$ cat src/rtl/time_of_day_counter_if.sv
// Time-of-day counter bus: seconds strobe and buttons in,
// BCD time digits, mode and status pulses out.
interface time_of_day_counter_if;
  logic       clk_1hz;
  logic       mode_btn;
  logic       inc_btn;
  logic [1:0] hour_tens;
  logic [3:0] hour_units;
  logic [2:0] min_tens;
  logic [3:0] min_units;
  logic [2:0] sec_tens;
  logic [3:0] sec_units;
  logic       pm;
  logic [1:0] mode;
  logic       sec_tick;
  logic       day_pulse;

  modport master (
    output clk_1hz,
    output mode_btn,
    output inc_btn,
    input  hour_tens,
    input  hour_units,
    input  min_tens,
    input  min_units,
    input  sec_tens,
    input  sec_units,
    input  pm,
    input  mode,
    input  sec_tick,
    input  day_pulse
  );

  modport slave (
    input  clk_1hz,
    input  mode_btn,
    input  inc_btn,
    output hour_tens,
    output hour_units,
    output min_tens,
    output min_units,
    output sec_tens,
    output sec_units,
    output pm,
    output mode,
    output sec_tick,
    output day_pulse
  );
endinterface

$ cat src/rtl/time_of_day_counter.sv
// BCD hours/minutes/seconds counter with RUN / SET_HOUR / SET_MIN
// modes, advanced by rising edges of a same-clock 1 Hz strobe.
module time_of_day_counter #(
  parameter bit HOUR_24 = 1'b1
) (
  input  logic clk,
  input  logic reset,
  time_of_day_counter_if.slave bus
);

  typedef enum logic [1:0] {
    RUN      = 2'd0,
    SET_HOUR = 2'd1,
    SET_MIN  = 2'd2
  } mode_e;

  localparam logic [1:0] HT_RST = HOUR_24 ? 2'd0 : 2'd1;
  localparam logic [3:0] HU_RST = HOUR_24 ? 4'd0 : 4'd2;

  mode_e      mode_q, mode_d;
  logic       clk_1hz_q;
  logic [1:0] ht_q, ht_d;
  logic [3:0] hu_q, hu_d;
  logic [2:0] mt_q, mt_d;
  logic [3:0] mu_q, mu_d;
  logic [2:0] st_q, st_d;
  logic [3:0] su_q, su_d;
  logic       pm_q, pm_d;
  logic       sec_tick_q, sec_tick_d;
  logic       day_q, day_d;
  logic       tick;
  logic       last_hour;
  logic       sec_wrap;
  logic       min_wrap;

  // {tens[2:0], units[3:0]} counting 00..59
  function automatic logic [6:0] inc_ms(input logic [6:0] v);
    logic [6:0] r;
    if (v[3:0] == 4'd9) begin
      if (v[6:4] == 3'd5) r = 7'd0;
      else r = {v[6:4] + 3'd1, 4'd0};
    end else begin
      r = {v[6:4], v[3:0] + 4'd1};
    end
    return r;
  endfunction

  // {pm, tens[1:0], units[3:0]}
  function automatic logic [6:0] inc_hr(input logic [6:0] v);
    logic       p;
    logic [1:0] t;
    logic [3:0] u;
    {p, t, u} = v;
    if (HOUR_24) begin
      if (t == 2'd2 && u == 4'd3) begin
        t = 2'd0;
        u = 4'd0;
      end else if (u == 4'd9) begin
        t = t + 2'd1;
        u = 4'd0;
      end else begin
        u = u + 4'd1;
      end
    end else begin
      if (t == 2'd1 && u == 4'd2) begin
        t = 2'd0;
        u = 4'd1;
      end else if (t == 2'd1 && u == 4'd1) begin
        u = 4'd2;
        p = ~p;
      end else if (u == 4'd9) begin
        t = 2'd1;
        u = 4'd0;
      end else begin
        u = u + 4'd1;
      end
    end
    return {p, t, u};
  endfunction

  assign tick     = bus.clk_1hz & ~clk_1hz_q;
  assign sec_wrap = ({st_q, su_q} == 7'h59);
  assign min_wrap = ({mt_q, mu_q} == 7'h59);
  assign last_hour = HOUR_24
    ? (ht_q == 2'd2 && hu_q == 4'd3)
    : (pm_q && ht_q == 2'd1 && hu_q == 4'd1);

  always_comb begin
    mode_d     = mode_q;
    ht_d       = ht_q;
    hu_d       = hu_q;
    mt_d       = mt_q;
    mu_d       = mu_q;
    st_d       = st_q;
    su_d       = su_q;
    pm_d       = pm_q;
    sec_tick_d = 1'b0;
    day_d      = 1'b0;
    unique case (mode_q)
      RUN: begin
        if (bus.mode_btn) mode_d = SET_HOUR;
        // a tick on the same edge we leave RUN still counts
        if (tick) begin
          sec_tick_d   = 1'b1;
          {st_d, su_d} = inc_ms({st_q, su_q});
          if (sec_wrap) begin
            {mt_d, mu_d} = inc_ms({mt_q, mu_q});
            if (min_wrap) begin
              {pm_d, ht_d, hu_d} = inc_hr({pm_q, ht_q, hu_q});
              day_d = last_hour;
            end
          end
        end
      end
      SET_HOUR: begin
        if (bus.mode_btn) mode_d = SET_MIN;
        else if (bus.inc_btn)
          {pm_d, ht_d, hu_d} = inc_hr({pm_q, ht_q, hu_q});
      end
      SET_MIN: begin
        // restart on a minute boundary; a coincident tick is dropped
        if (bus.mode_btn) begin
          mode_d = RUN;
          st_d   = 3'd0;
          su_d   = 4'd0;
        end else if (bus.inc_btn) begin
          {mt_d, mu_d} = inc_ms({mt_q, mu_q});
        end
      end
      default: mode_d = RUN;
    endcase
  end

  always_ff @(posedge clk or posedge reset) begin
    if (reset) begin
      mode_q     <= RUN;
      clk_1hz_q  <= 1'b0;
      ht_q       <= HT_RST;
      hu_q       <= HU_RST;
      mt_q       <= 3'd0;
      mu_q       <= 4'd0;
      st_q       <= 3'd0;
      su_q       <= 4'd0;
      pm_q       <= 1'b0;
      sec_tick_q <= 1'b0;
      day_q      <= 1'b0;
    end else begin
      mode_q     <= mode_d;
      clk_1hz_q  <= bus.clk_1hz;
      ht_q       <= ht_d;
      hu_q       <= hu_d;
      mt_q       <= mt_d;
      mu_q       <= mu_d;
      st_q       <= st_d;
      su_q       <= su_d;
      pm_q       <= pm_d;
      sec_tick_q <= sec_tick_d;
      day_q      <= day_d;
    end
  end

  assign bus.hour_tens  = ht_q;
  assign bus.hour_units = hu_q;
  assign bus.min_tens   = mt_q;
  assign bus.min_units  = mu_q;
  assign bus.sec_tens   = st_q;
  assign bus.sec_units  = su_q;
  assign bus.pm         = pm_q;
  assign bus.mode       = mode_q;
  assign bus.sec_tick   = sec_tick_q;
  assign bus.day_pulse  = day_q;

endmodule

$ cat src/flat_wrapper.sv
// flat-port wrapper written by rule: the top's interface ports become plain ports
module time_of_day_counter_flat 
#(
  parameter bit HOUR_24 = 1'b1
)
  (clk, reset, bus_clk_1hz, bus_mode_btn, bus_inc_btn, bus_hour_tens, bus_hour_units, bus_min_tens, bus_min_units, bus_sec_tens, bus_sec_units, bus_pm, bus_mode, bus_sec_tick, bus_day_pulse);
  time_of_day_counter_if bus_i ();
  input  logic clk;
  input  logic reset;
  input wire logic [$bits(bus_i.clk_1hz)-1:0] bus_clk_1hz;
  input wire logic [$bits(bus_i.mode_btn)-1:0] bus_mode_btn;
  input wire logic [$bits(bus_i.inc_btn)-1:0] bus_inc_btn;
  output wire logic [$bits(bus_i.hour_tens)-1:0] bus_hour_tens;
  output wire logic [$bits(bus_i.hour_units)-1:0] bus_hour_units;
  output wire logic [$bits(bus_i.min_tens)-1:0] bus_min_tens;
  output wire logic [$bits(bus_i.min_units)-1:0] bus_min_units;
  output wire logic [$bits(bus_i.sec_tens)-1:0] bus_sec_tens;
  output wire logic [$bits(bus_i.sec_units)-1:0] bus_sec_units;
  output wire logic [$bits(bus_i.pm)-1:0] bus_pm;
  output wire logic [$bits(bus_i.mode)-1:0] bus_mode;
  output wire logic [$bits(bus_i.sec_tick)-1:0] bus_sec_tick;
  output wire logic [$bits(bus_i.day_pulse)-1:0] bus_day_pulse;
  assign bus_i.clk_1hz = bus_clk_1hz;
  assign bus_i.mode_btn = bus_mode_btn;
  assign bus_i.inc_btn = bus_inc_btn;
  assign bus_hour_tens = bus_i.hour_tens;
  assign bus_hour_units = bus_i.hour_units;
  assign bus_min_tens = bus_i.min_tens;
  assign bus_min_units = bus_i.min_units;
  assign bus_sec_tens = bus_i.sec_tens;
  assign bus_sec_units = bus_i.sec_units;
  assign bus_pm = bus_i.pm;
  assign bus_mode = bus_i.mode;
  assign bus_sec_tick = bus_i.sec_tick;
  assign bus_day_pulse = bus_i.day_pulse;
  time_of_day_counter #(.HOUR_24(HOUR_24)) u_core (.clk(clk), .reset(reset), .bus(bus_i));
endmodule
$ cat config.mk
export PLATFORM = sky130hd
export DESIGN_NAME = time_of_day_counter_flat
export DESIGN_NICKNAME = d
export VERILOG_FILES = /design/src/rtl/time_of_day_counter_if.sv /design/src/rtl/time_of_day_counter.sv /design/src/flat_wrapper.sv
export SDC_FILE = /design/constraint.sdc
export NUM_CORES = 1
export LEC_CHECK = 0
export BUFFER_PORTS_ARGS = -buffer_cell sky130_fd_sc_hd__buf_2
export CORE_ASPECT_RATIO = 1.2
export CORE_MARGIN = 1
export CORE_UTILIZATION = 53
export DETAILED_ROUTE_END_ITERATION = 7
export GPL_TIMING_DRIVEN = 0
export HOLD_SLACK_MARGIN = 0.08
export PLACE_DENSITY = 0.84
export SYNTH_ARGS = -nofsm -noshare
export SYNTH_HDL_FRONTEND = slang
export SYNTH_SLANG_ARGS = --single-unit
export TNS_END_PERCENT = 20
$ cat constraint.sdc
create_clock -name clk -period 2.55 [get_ports clk]
set_input_delay 0 -clock clk [delete_from_list [all_inputs] [get_ports clk]]
set_output_delay 0 -clock clk [all_outputs]
set_load 0.02 [all_outputs]
# After elaboration in Yosys (flattened, before gate mapping)
# Index checks and enable logic that the tools add are counted.
dict set report totals {
  regBits 25
  inputBits 5
  output_inout_bits 25
  elab_cells 95
}
dict set report op_classes {
  n_addsub 6
  eq_ne 22
  mux 46
  n_bitwise 2
  reduce_logical 9
}
# cell n
set op_table {}
lappend op_table {{4-bit 2-to-1 mux} 13}
lappend op_table {{7-bit 2-to-1 mux} 4}
lappend op_table {{4-bit one-hot mux with 2 select lines} 3}
lappend op_table {{2-bit 2-to-1 mux} 10}
lappend op_table {{3-bit 2-to-1 mux} 6}
lappend op_table {{7-bit == test (second input constant)} 2}
lappend op_table {{2-bit != test (second input constant)} 7}
lappend op_table {{4-bit by 1-bit adder with 4-bit output (second input constant)} 3}
lappend op_table {{4-bit == test (second input constant)} 3}
lappend op_table {{3-bit one-hot mux with 2 select lines} 2}
lappend op_table {{2-bit by 1-bit != test with 1-bit output (second input constant)} 4}
lappend op_table {{3-bit by 1-bit adder with 3-bit output (second input constant)} 2}
lappend op_table {{3-bit == test (second input constant)} 2}
lappend op_table {{1-bit 2-to-1 mux} 6}
lappend op_table {{2-bit one-hot mux with 3 select lines} 1}
lappend op_table {{3-bit AND reduction} 2}
lappend op_table {{6-bit AND reduction} 1}
lappend op_table {{5-bit AND reduction} 1}
lappend op_table {{2-bit == test (second input constant)} 2}
lappend op_table {{4-bit by 2-bit == test with 1-bit output (second input constant)} 1}
lappend op_table {{2-bit one-hot mux with 2 select lines} 1}
lappend op_table {{4-bit AND reduction} 1}
lappend op_table {{2-bit nonzero test} 2}
lappend op_table {{2-bit by 1-bit adder with 2-bit output (second input constant)} 1}
lappend op_table {{5 further kinds} 5}

# Logic depth before layout (Yosys ltp)
# Gate-level depths: netlist of run 1.
dict set report depth {
  word_depth 7
  ltp_mapped 7
}

# Least setup slack after synthesis of run 1
# OpenSTA, ideal clock, no wires.
dict set report synth_path {
  path_type {reg-to-reg}
  from {reg u_core.su_q[0] (netlist: u_core.bus.sec_units[0])}
  to {reg u_core.ht_q[0] (netlist: u_core.bus.hour_tens[0])}
  setup_ns 0.128
  t_arrival_ns 1.851
  setup_slack_ns 0.572
  path_stages_with_launch 7
  path_buffers 0
  period_less_slack_ns 1.978
  cell_sequence {dfrtp_1 > ha_1 > nand3b_4 > or2_2 > nor2_1 > o211ai_2 > mux2_1}
}
dict set report synth_between {
  elab_chain_cells 3
}
# item line_no
set synth_rtl {}
lappend synth_rtl {{start: declaration} time_of_day_counter.sv:27} ;# logic [3:0] su_q, su_d;
lappend synth_rtl {{start signal: assignment} time_of_day_counter.sv:155} ;# su_q <= su_d;
lappend synth_rtl {{7-bit == test} time_of_day_counter.sv:82} ;# assign sec_wrap = ({st_q, su_q} == 7'h59);
lappend synth_rtl {{2-bit by 1-bit != test with 1-bit output (no source line)} -}
lappend synth_rtl {{6-bit AND reduction (no source line)} -}
lappend synth_rtl {{end signal: assignment} time_of_day_counter.sv:150} ;# ht_q <= ht_d;
lappend synth_rtl {{end: declaration} time_of_day_counter.sv:22} ;# logic [1:0] ht_q, ht_d;
# No other way between the ends.
# A chain may end at the register's enable or synchronous reset.

# Final worst setup path of run 1
dict set report layout_path {
  from {reg u_core.su_q[1] (netlist: u_core.bus.sec_units[1])}
  to {reg u_core.ht_q[0] (netlist: u_core.bus.hour_tens[0])}
}
# Same word-level chain as after synthesis.

==> results.txt, run 1 <==
----------------------------------------------------
[Synth]
  Number of nets produced by synthesis ... 138
  Ys flop type ... sky130_fd_sc_hd__dfrtp_1
  Post-synthesis cell area ... about 1400 sq um
  Biggest area contributors in the synthesized netlist ... sky130_fd_sc_hd__dfrtp_1, sky130_fd_sc_hd__mux2_1, sky130_fd_sc_hd__ha_1
  Flops & latches, synth ... 25
  Total of warnings raised by yosys ... 0
  Number of distinct library cells after synthesis ... 45
  Top cell type by total area after synthesis ... sky130_fd_sc_hd__dfrtp_1
  Proportion of synthesized chip area in sequential cells ... 0.456
  Async SR Flop Fraction ... 1.00
  Share of the synthesized area in the top cell type ... 0.456
  Number of enable flip-flop cells after synthesis ... 0
  Count of mapped cells out of synthesis ... 129
  Synthesized area per cell ... 10.6 sq um

[Timing]
  Worst Clk Skew ... about 15 ps
  Final period utilization ... 0.795
  Headroom to the max-slew limit ... 0.380
  Crit path setup slack, layout ... 524 ps
  Final hold slack ... 165 ps
  Setup_tns ... 0 ps
  Maximum clock frequency ... between 400 and 500 MHz
  Count of final max-slew check failures ... 0
  Final Hold Viols ... 0
  Clock period minus worst slack ... 2030 ps
  Final setup violation count ... 0
  Slew of the pin with the lowest slew margin ... about 930 ps
  Setup repair after global routing missed its margin ... no

[Final layout]
  Antenna diode count ... 0
  Final Core Density ... 0.677
  Area growth, synth to finish ... 17.2%
  Most common cell after layout, fill and taps aside ... sky130_fd_sc_hd__buf_2
  Fillers ... about 190
  Highest-count cells in the layout ignoring fill and taps ... sky130_fd_sc_hd__buf_2, sky130_fd_sc_hd__dfrtp_1, sky130_fd_sc_hd__nand2_1
  Fraction of layout cells with a size suffix above 1 ... 0.287
  Final Cell Area ... ~1600 sq um
  Number of nets in the layout ... ~170
  Finished Layout Cells ... 195

[Drt]
  Number of remaining DRC errors ... 0
  1st-iter DRT viols ... 25
  Number of vias in the routed layout ... 1103
  Vias per Instance ... 5.66
  Total Routed Length ... 2670 um
  Routed length per instance ... 13.7 um
  Drt pass-1 iters ... 4
  Residual antenna-violating net count after detailed routing ... 0

[Global routing]
  GRT Total Usage ... 0.211
  Largest net degree at the start of global routing ... 26
  Total overflow reported by the global router ... 0
  Number of global-route vias before repair ... 1091
  Wire length of the first global-routing pass ... 4590 um
  Initial antenna violation count ... 0

[Run status]
  Result of the run ... completed

[Placement]
  Total instance count after detailed placement ... 188
  Pre-CTS setup slack ... 534 ps
  Number of port buffers ... 28
  Placed wire-length estimate after detailed placement ... 1970 um
  Weighted congestion at the end of routability-driven global placement ... 0.786
  Post-Place Cell Area ... around 1600 sq um

[CTS]
  Clock tree from TritonCTS ... built
  Clock buffer depth ... 2
  Clock Sink Count ... 25
  H-tree Lvls ... 1
  CTS Root Buffer Type ... sky130_fd_sc_hd__clkbuf_4
  Clock transition at the register clock pins on the worst setup and hold paths after CTS ... around 150 ps
  CTS buffer count ... 3
  Clock insertion delay at the later pin of the skew report ... approximately 320 ps
  Number of resized instances in the post-cts repair step ... 0

[Critical path]
  Worst setup SP type ... register
  CP Class ... reg2reg
  Data arrival at the endpoint of the critical path ... 2250 ps
  Slowest library cell on the worst path ... sky130_fd_sc_hd__dfrtp_1
  Category of the worst setup path capture point ... register
  Worst setup slack for register-to-register paths ... 520 ps
  Required time at the worst-slack endpoint ... roughly 2800 ps
  Longest individual stage delay on the worst path ... ~460 ps
  Critical path cell sequence ... inv_1 > ha_1 > nand3b_4 > or2_2 > nor2_1 > o211ai_2 > mux2_1
  Maximum fanout along the worst path ... 6

[Die]
  Total die area ... 2800 sq um
  Ports ... 30
  Initial standard-cell utilization of the core ... 0.577
  Floorplan die height ... between 50 and 60 um
  Die width ... 48.5 um
  Core Footprint ... 2380 sq um
  Row Count ... 19

[Run]
  Max-cap viol count ... 0

[Power]
  Power, Total ... 1.53 mW
  Power Dens Cells ... between 900 and 1000 nW/um^2
  Worst VDD drop ... 0.612 mV
  Static leakage ... 0.814 nW

[Worst hold path]
  Class of the most critical hold timing path ... in2reg

----------------------------------------------------
cell usage after synthesis (all sizes together) (2+ instances only):
cell type / n
a21o: 3
a21oi: 2
and3: 2
buf: 2
dfrtp: 25
ha: 4
inv: 6
mux2: 5
nand2: 11
nand2b: 5
nand3: 3
nand3b: 3
nand4: 2
nor2: 9
nor2b: 4
o21ai: 12
o31ai: 7
or2: 2
xnor2: 2
xor2: 2
final cells by class:
class / instances / area [sq um] / share of cell area
inverters: 6 / 22.5 / 0.0140
plain buffers: 2 / 18.8 / 0.0117
multi-input cells: 96 / 706 / 0.439
flip-flops and latches: 25 / 626 / 0.389
well taps: 31 / 38.8 / 0.0241
clock inverters: 1 / 5.00 / 0.00311
repair buffers: 31 / 170 / 0.106
clock buffers: 3 / 22.5 / 0.0140
report_power, final:
group          switching, mW  internal (mW)
combinational          0.409          0.280
sequential             0.156          0.503
clock                  0.120         0.0587
worst max-delay path, delay by kind of cell (launching register included):
family                   cells  cell delay, ps
AO/OA/AOI/OAI                1             130
adder cells (fa/ha/maj)      1             200
buffers and inverters        1              80
flip-flops                   1             460
multiplexers                 1             340
AND/OR/NAND/NOR              3             730
sequential cells by signal, summed over array words and instances, names as in the netlist:
name                   flops
u_core.clk_1hz_q           1
u_core.bus.min_units       4
u_core.bus.min_tens        3
u_core.bus.hour_units      4
u_core.bus.hour_tens       2
u_core.bus.mode            2
u_core.bus.day_pulse       1
u_core.bus.sec_tens        3
u_core.bus.sec_tick        1
u_core.bus.sec_units       4
routing by layer:
| metal | track usage | vias to the layer above | part of all wire |
|---|---|---|---|
| li1 | - | 534 | - |
| met1 | 0.236 | 541 | 0.43 |
| met2 | 0.414 | 24 | 0.53 |
| met3 | 0.0236 | 4 | 0.030 |
| met4 | 0.0756 | 0 | 0.011 |
| met5 | 0 | - | 0 |
path summary, 6_finish.rpt:
| path | start | to | cells after the start |
|---|---|---|---|
| max | u_core.bus.sec_units[1]$_DFFE_PP0P_ | u_core.bus.hour_tens[0]$_DFFE_PP0P_ | 7 |
| min | bus_inc_btn | u_core.bus.hour_tens[1]$_DFFE_PP0P_ | 5 |
| max reg2reg | u_core.bus.sec_units[1]$_DFFE_PP0P_ | u_core.bus.hour_tens[0]$_DFFE_PP0P_ | 7 |
| min reg2reg | u_core.bus.min_units[0]$_DFFE_PP0P_ | u_core.bus.min_units[0]$_DFFE_PP0P_ | 1 |
| max in group asynchronous | reset | u_core.bus.sec_tens[2]$_DFFE_PP0P_ | 3 |
| min in group asynchronous | reset | u_core.bus.hour_tens[0]$_DFFE_PP0P_ | 3 |
timing repair:
action,CTS,global route
hold endpoints to repair,28,0
buffers inserted,0,0
hold buffers,3,0
endpoints found under the setup margin,0,0
cell families (layout without fill, tap and decap cells):
family                   after synthesis  count (layout)  synth area share
AND/OR/NAND/NOR                       51              51             0.234
AO/OA/AOI/OAI                         30              30             0.167
flip-flops                            25              25             0.456
buffers and inverters                  8              43            0.0301
multiplexers                           6               6            0.0483
adder cells (fa/ha/maj)                4               4            0.0365
XOR/XNOR                               4               4            0.0255
other                                  1               1           0.00273
Power figures use the tool's default switching activity.
==> inputs of run 2 (changes only) <==
Settings changed: CORE_UTILIZATION 53 to 48, PLACE_DENSITY 0.84 to 0.81.
Clock period 2.55 ns to 1.74 ns, I/O delays scaled along.
==> run 2 against run 1 <==
  * The run now ends with negative setup slack left
  * Utilization decreased by 1.6 points
  * Routed wire length increased by 14%
  * Sequential share of layout area decreased by 2.5 points
  * Non-clock buffer count increased by 7
  * Clock power increased by 52%
  * Largest power group unchanged
  * Combinational power increased by 70%
  * Count of clock-buffer cells in the layout unchanged
  * Highest routed layer unchanged
  * Sequential power increased by 48%
  * Fmax increased by 9.2%
==> results.txt, run 2 (synthesis gave the netlist of run 1 again) <==
----------------------------------------------------
[Run status]
  Result of the run ... finished, violations left (was completed)
  Violated checks ... negative setup slack

[Die]
  Row Count ... 20 (was 19)
  Floorplan die height ... 60.6 um (was 57.7 um)
  Ports ... 30 (unchanged)
  Core Footprint ... 2630 sq um (was 2380 sq um)
  Die width ... 50.8 um (was 48.5 um)
  Total die area ... 3080 sq um (was 2800 sq um)
  Initial standard-cell utilization of the core ... 0.522 (was 0.577)

[Timing]
  Final period utilization ... 1.07 (was 0.795)
  Slew of the pin with the lowest slew margin ... 913 ps (was 930 ps)
  Clock period minus worst slack ... 1860 ps (was 2030 ps)
  Headroom to the max-slew limit ... 0.391 (was 0.380)
  Final setup violation count ... 6 (was 0)
  Count of final max-slew check failures ... 0 (unchanged)
  Setup repair after global routing missed its margin ... yes (was no)
  Final hold slack ... 186 ps (was 165 ps)
  Final Hold Viols ... 0 (unchanged)
  Crit path setup slack, layout ... -116 ps (was 524 ps)
  Setup_tns ... -538 ps (was 0 ps)
  Worst Clk Skew ... 3.31 ps (was 14.8 ps)
  Maximum clock frequency ... 539 MHz (was 494 MHz)

[Critical path]
  Maximum fanout along the worst path ... 10 (was 6)
  Category of the worst setup path capture point ... register (unchanged)
  Data arrival at the endpoint of the critical path ... 2080 ps (was 2250 ps)
  Worst setup SP type ... register (unchanged)
  Longest individual stage delay on the worst path ... 590 ps (was 460 ps)
  Critical path cell sequence ... buf_6 > or4b_4 > o21ai_4 > o211ai_2 > mux2_4 (was inv_1 > ha_1 > nand3b_4 > or2_2 > nor2_1 > o211ai_2 > mux2_1)
  Slowest library cell on the worst path ... sky130_fd_sc_hd__or4b_4 (was sky130_fd_sc_hd__dfrtp_1)
  CP bufs+invs ... 1 (unchanged)
  CP Class ... reg2reg (unchanged)
  Required time at the worst-slack endpoint ... 1970 ps (was 2780 ps)
  Category of cells accounting for the largest share of critical-path delay ... simple AND/OR/NAND/NOR gates (unchanged)

[CTS]
  H-tree Lvls ... 1 (unchanged)
  Clock insertion delay at the later pin of the skew report ... 330 ps (was 320 ps)
  CTS Root Buffer Type ... sky130_fd_sc_hd__clkbuf_4 (unchanged)
  Clock buffer depth ... 2 (unchanged)
  CTS buffer count ... 3 (unchanged)
  Clock transition at the register clock pins on the worst setup and hold paths after CTS ... 140 ps (was 150 ps)
  Clock Sink Count ... 25 (unchanged)
  Clock tree from TritonCTS ... built (unchanged)

[Placement]
  Placed wire-length estimate after detailed placement ... 2140 um (was 1970 um)
  Weighted congestion at the end of routability-driven global placement ... 0.794 (was 0.786)
  Post-Place Cell Area ... 1560 sq um (was 1550 sq um)
  Total instance count after detailed placement ... 190 (was 188)
  Number of port buffers ... 28 (unchanged)

[Drt]
  Total Routed Length ... 3040 um (was 2670 um)
  Routed length per instance ... 14.9 um (was 13.7 um)
  Vias per Instance ... 5.43 (was 5.66)
  Number of vias in the routed layout ... 1108 (was 1103)
  Residual antenna-violating net count after detailed routing ... 0 (unchanged)
  Number of remaining DRC errors ... 0 (unchanged)
  1st-iter DRT viols ... 32 (was 25)
  Drt pass-1 iters ... 4 (unchanged)

[Global routing]
  Wire length of the first global-routing pass ... 4800 um (was 4590 um)
  Largest net degree at the start of global routing ... 26 (unchanged)
  Initial antenna violation count ... 0 (unchanged)
  GRT Total Usage ... 0.216 (was 0.211)
  Number of global-route vias before repair ... 1077 (was 1091)
  Total overflow reported by the global router ... 0 (unchanged)

[Final layout]
  Final Cell Area ... 1740 sq um (was 1610 sq um)
  Finished Layout Cells ... 204 (was 195)
  Area growth, synth to finish ... 26.4% (was 17.2%)
  Highest-count cells in the layout ignoring fill and taps ... sky130_fd_sc_hd__buf_2, sky130_fd_sc_hd__dfrtp_1, sky130_fd_sc_hd__nand2_1 (unchanged)
  Fraction of layout cells with a size suffix above 1 ... 0.404 (was 0.287)
  Number of nets in the layout ... 181 (was 174)
  Most common cell after layout, fill and taps aside ... sky130_fd_sc_hd__buf_2 (unchanged)
  Antenna diode count ... 0 (unchanged)

[Power]
  Power Dens Cells ... 1390 nW/um^2 (was 948 nW/um^2)
  Static leakage ... 0.848 nW (was 0.814 nW)
  Worst VDD drop ... 0.890 mV (was 0.612 mV)
  Power, Total ... 2.42 mW (was 1.53 mW)

[Run]
  Max-cap viol count ... 0 (unchanged)

[Worst hold path]
  Class of the most critical hold timing path ... in2reg (unchanged)

----------------------------------------------------
run 2: path summary, 6_finish.rpt:
check                                                    from                                   to  slack [ps]  cells past startpoint
max                            u_core.bus.mode[0]$_DFFE_PP0P_  u_core.bus.hour_tens[0]$_DFFE_PP0P_        -120                      5
min                                               bus_inc_btn  u_core.bus.hour_tens[1]$_DFFE_PP0P_         190                      5
max reg2reg                    u_core.bus.mode[0]$_DFFE_PP0P_  u_core.bus.hour_tens[0]$_DFFE_PP0P_        -120                      5
min reg2reg                u_core.bus.min_tens[0]$_DFFE_PP0P_   u_core.bus.min_tens[0]$_DFFE_PP0P_         530                      1
max in group asynchronous                               reset       u_core.bus.mode[1]$_DFFE_PP0P_         730                      3
min in group asynchronous                               reset       u_core.bus.day_pulse$_DFF_PP0_         390                      3
run 2: report_power, final:
group	switching, mW	total, mW	internal (mW)
Sequential	0.231	0.976	0.744
Combinational	0.667	1.17	0.502
Clock	0.184	0.270	0.0863
Total	1.08	2.42	1.33
run 2: tightest hold or removal path, stage by stage:
cell and delay (ps):
sky130_fd_sc_hd__buf_2 110, sky130_fd_sc_hd__nand2b_1 110, sky130_fd_sc_hd__o21ai_4 100, sky130_fd_sc_hd__o211ai_2 100, sky130_fd_sc_hd__o2bb2ai_1 70
run 2: final cells by class:
type,instances,area (sq um)
Clock inverter,1,5.00
Timing Repair Buffer,38,223
Sequential cell,25,631
Inverter,6,22.5
Fill cell,226,892
Buffer,2,18.8
Tap cell,33,41.3
Clock buffer,3,22.5
Multi-Input combinational cell,96,772
run 2: repair_timing:
action                                  4_1_cts  5_1_grt
gates cloned                                  0        0
pin swaps                                     1        2
hold endpoints to repair                     28        0
hold buffers                                  3        0
endpoints found under the setup margin       10       10
setup buffers                                 5        2
gates resized for setup                      10        4
run 2: metrics by stage:
step                worst slack (ps)   util
floorplan                       -127      -
global placement                -141  0.595
detailed placement              -216  0.595
CTS                             -113  0.648
global route                    -191  0.660
finish                          -116  0.660
run 2: layer usage:
layer | global-route usage | routed length, um | up-vias
met4 | 0.0992 | 53 | 0
li1 | - | - | 548
met2 | 0.432 | 1620 | 25
met5 | 0 | 0 | -
met1 | 0.225 | 1290 | 529
met3 | 0.0226 | 74 | 6
==> inputs of run 3 (changes only) <==
Clock period 1.74 ns to 1.6 ns, I/O delays scaled along.
==> run 3 against run 2 <==
  * The run still ends with negative setup slack left
  * Clock power is 6% higher
  * Global-route usage grew 0.47 points
  * Total power is 14% higher
  * Critical path depth unchanged
  * Register-to-register slack got worse by 130 ps
  * Non-clock buffer count is 3 higher
  * Utilization is 2.6 points higher
  * Critical path type unchanged
  * Largest power group unchanged
==> results.txt, run 3 (synthesis gave the netlist of run 1 again) <==
----------------------------------------------------
[Final layout]
  Number of nets in the layout ... 184 (was 181)
  Most common cell after layout, fill and taps aside ... sky130_fd_sc_hd__buf_2 (unchanged)
  Highest-count cells in the layout ignoring fill and taps ... sky130_fd_sc_hd__buf_2, sky130_fd_sc_hd__dfrtp_1, sky130_fd_sc_hd__nand2_1, sky130_fd_sc_hd__buf_4, sky130_fd_sc_hd__nor2_1 (was sky130_fd_sc_hd__buf_2, sky130_fd_sc_hd__dfrtp_1, sky130_fd_sc_hd__nand2_1)
  Fraction of layout cells with a size suffix above 1 ... 0.454 (was 0.404)
  Antenna diode count ... 0 (unchanged)
  Finished Layout Cells ... 207 (was 204)
  Fillers ... 219 (was 226)
  Area growth, synth to finish ... 31.4% (was 26.4%)
  Final Cell Area ... 1800 sq um (was 1740 sq um)
  Final Core Density ... 0.687 (was 0.660)

[Run status]
  Result of the run ... finished, violations left (unchanged)
  Violated checks ... negative setup slack (unchanged)

[CTS]
  H-tree Lvls ... 1 (unchanged)
  Clock insertion delay at the later pin of the skew report ... 330 ps (about the same)
  CTS buffer count ... 3 (unchanged)
  Clock buffer depth ... 2 (unchanged)
  Clock Sink Count ... 25 (unchanged)
  CTS Root Buffer Type ... sky130_fd_sc_hd__clkbuf_4 (unchanged)
  Clock tree from TritonCTS ... built (unchanged)
  Clock transition at the register clock pins on the worst setup and hold paths after CTS ... 150 ps (was 140 ps)

[Drt]
  Routed length per instance ... 15.5 um (was 14.9 um)
  Vias per Instance ... 5.45 (was 5.43)
  Drt pass-1 iters ... 4 (unchanged)
  Number of remaining DRC errors ... 0 (unchanged)
  1st-iter DRT viols ... 12 (was 32)
  Residual antenna-violating net count after detailed routing ... 0 (unchanged)
  Number of vias in the routed layout ... 1129 (was 1108)
  Total Routed Length ... 3210 um (was 3040 um)

[Die]
  Core Footprint ... 2630 sq um (unchanged)
  Row Count ... 20 (unchanged)
  Floorplan die height ... 60.6 um (unchanged)
  Ports ... 30 (unchanged)
  Initial standard-cell utilization of the core ... 0.522 (unchanged)
  Total die area ... 3080 sq um (unchanged)
  Die width ... 50.8 um (unchanged)

[Power]
  Power Dens Cells ... 1530 nW/um^2 (was 1390 nW/um^2)
  Worst VDD drop ... 1.01 mV (was 0.890 mV)
  Static leakage ... 0.888 nW (was 0.848 nW)

[Critical path]
  Worst reg2reg path startpoint ... u_core.bus.mode[1]$_DFFE_PP0P_ (was u_core.bus.mode[0]$_DFFE_PP0P_)
  Data arrival at the endpoint of the critical path ... 2060 ps (was 2080 ps)
  Worst setup slack for register-to-register paths ... -250 ps (was -120 ps)
  Maximum fanout along the worst path ... 5 (was 10)
  Category of the worst setup path capture point ... register (unchanged)
  Required time at the worst-slack endpoint ... 1820 ps (was 1970 ps)
  CP Class ... reg2reg (unchanged)
  Worst setup SP type ... register (unchanged)
  Worst setup startpoint ... u_core.bus.mode[1]$_DFFE_PP0P_ (was u_core.bus.mode[0]$_DFFE_PP0P_)

[Global routing]
  GRT Total Usage ... 0.220 (was 0.216)
  Wire length of the first global-routing pass ... 5000 um (was 4800 um)
  Total overflow reported by the global router ... 0 (unchanged)
  Number of global-route vias before repair ... 1082 (was 1077)
  Largest net degree at the start of global routing ... 26 (unchanged)
  Initial antenna violation count ... 0 (unchanged)

[Placement]
  Post-Place Cell Area ... 1570 sq um (was 1560 sq um)
  Weighted congestion at the end of routability-driven global placement ... 0.781 (was 0.794)
  Number of port buffers ... 28 (unchanged)
  Total instance count after detailed placement ... 190 (unchanged)
  Placed wire-length estimate after detailed placement ... 2100 um (was 2140 um)

[Timing]
  Setup_tns ... -2040 ps (was -538 ps)
  Final period utilization ... 1.16 (was 1.07)
  Worst Clk Skew ... 14.1 ps (was 3.31 ps)
  Slew of the pin with the lowest slew margin ... 952 ps (was 913 ps)
  Crit path setup slack, layout ... -248 ps (was -116 ps)
  Maximum clock frequency ... 541 MHz (was 539 MHz)
  Clock period minus worst slack ... 1850 ps (was 1860 ps)
  Headroom to the max-slew limit ... 0.365 (was 0.391)
  Setup repair after global routing missed its margin ... yes (unchanged)
  Final setup violation count ... 13 (was 6)
  Count of final max-slew check failures ... 0 (unchanged)
  Final Hold Viols ... 0 (unchanged)

[Run]
  Max-cap viol count ... 0 (unchanged)

[Worst hold path]
  Class of the most critical hold timing path ... in2reg (unchanged)
  Launch point of the worst hold path ... bus_clk_1hz (was bus_inc_btn)

----------------------------------------------------
[run 3: cell count changes in the layout (fill, tap and decap cells not counted), sizes merged]
cell,before,now
buf,37,40
[run 3: final timing paths]
kind / to / cells past startpoint
max in group asynchronous: u_core.bus.sec_units[0]$_DFFE_PP0P_ / 3
min in group asynchronous: u_core.bus.min_tens[1]$_DFFE_PP0P_ / 3
max: u_core.bus.hour_tens[0]$_DFFE_PP0P_ / 5
max reg2reg: u_core.bus.hour_tens[0]$_DFFE_PP0P_ / 5
min: u_core.bus.sec_tick$_DFF_PP0_ / 3
min reg2reg: u_core.bus.min_units[0]$_DFFE_PP0P_ / 1
[run 3: routing by layer]
metal	vias to the layer above	part of all wire	global-route usage
met2	18	0.54	0.410
li1	556	-	-
met3	4	0.020	0.0226
met5	-	0	0
met4	0	0.0090	0.0754
met1	551	0.43	0.268
[run 3: area by class of cell]
class,count,area [sq um],share of cell area
Multi-Input combinational cell,96,810,0.449
Inverter,6,25.0,0.0139
Timing Repair Buffer,41,249,0.138
Buffer,2,18.8,0.0104
Sequential cell,25,633,0.351
Clock inverter,1,5.00,0.00277
Tap cell,33,41.3,0.0229
Clock buffer,3,22.5,0.0125
[run 3: power breakdown]
group | internal [mW] | switching [mW] | total, mW
registers | 0.815 | 0.255 | 1.07
logic | 0.614 | 0.789 | 1.40
clock network | 0.0937 | 0.194 | 0.287
[run 3: worst max-delay path, cell delays in order (launching register included)]
cell and delay [ps]:
sky130_fd_sc_hd__dfrtp_2 440, sky130_fd_sc_hd__buf_6 130, sky130_fd_sc_hd__or4b_4 590, sky130_fd_sc_hd__o21ai_4 130, sky130_fd_sc_hd__o211ai_2 130, sky130_fd_sc_hd__mux2_4 320
[run 3: repair_timing]
item,in CTS,in global routing
buffers inserted,6,4
pin swaps,3,5
gates cloned,0,0
hold endpoints to repair,28,0
hold buffers,3,0
resized for setup,13,10
setup endpoints to repair,16,19
[run 3: stage by stage]
stage	setup slack, ps	total power [mW]	hold WS, ps
final	-248	2.76	135
after global routing	-286	2.93	129
after CTS	-280	2.59	133
after detailed placement	-351	2.18	134
after global placement	-275	2.12	128
after floorplan	-267	1.84	27.0
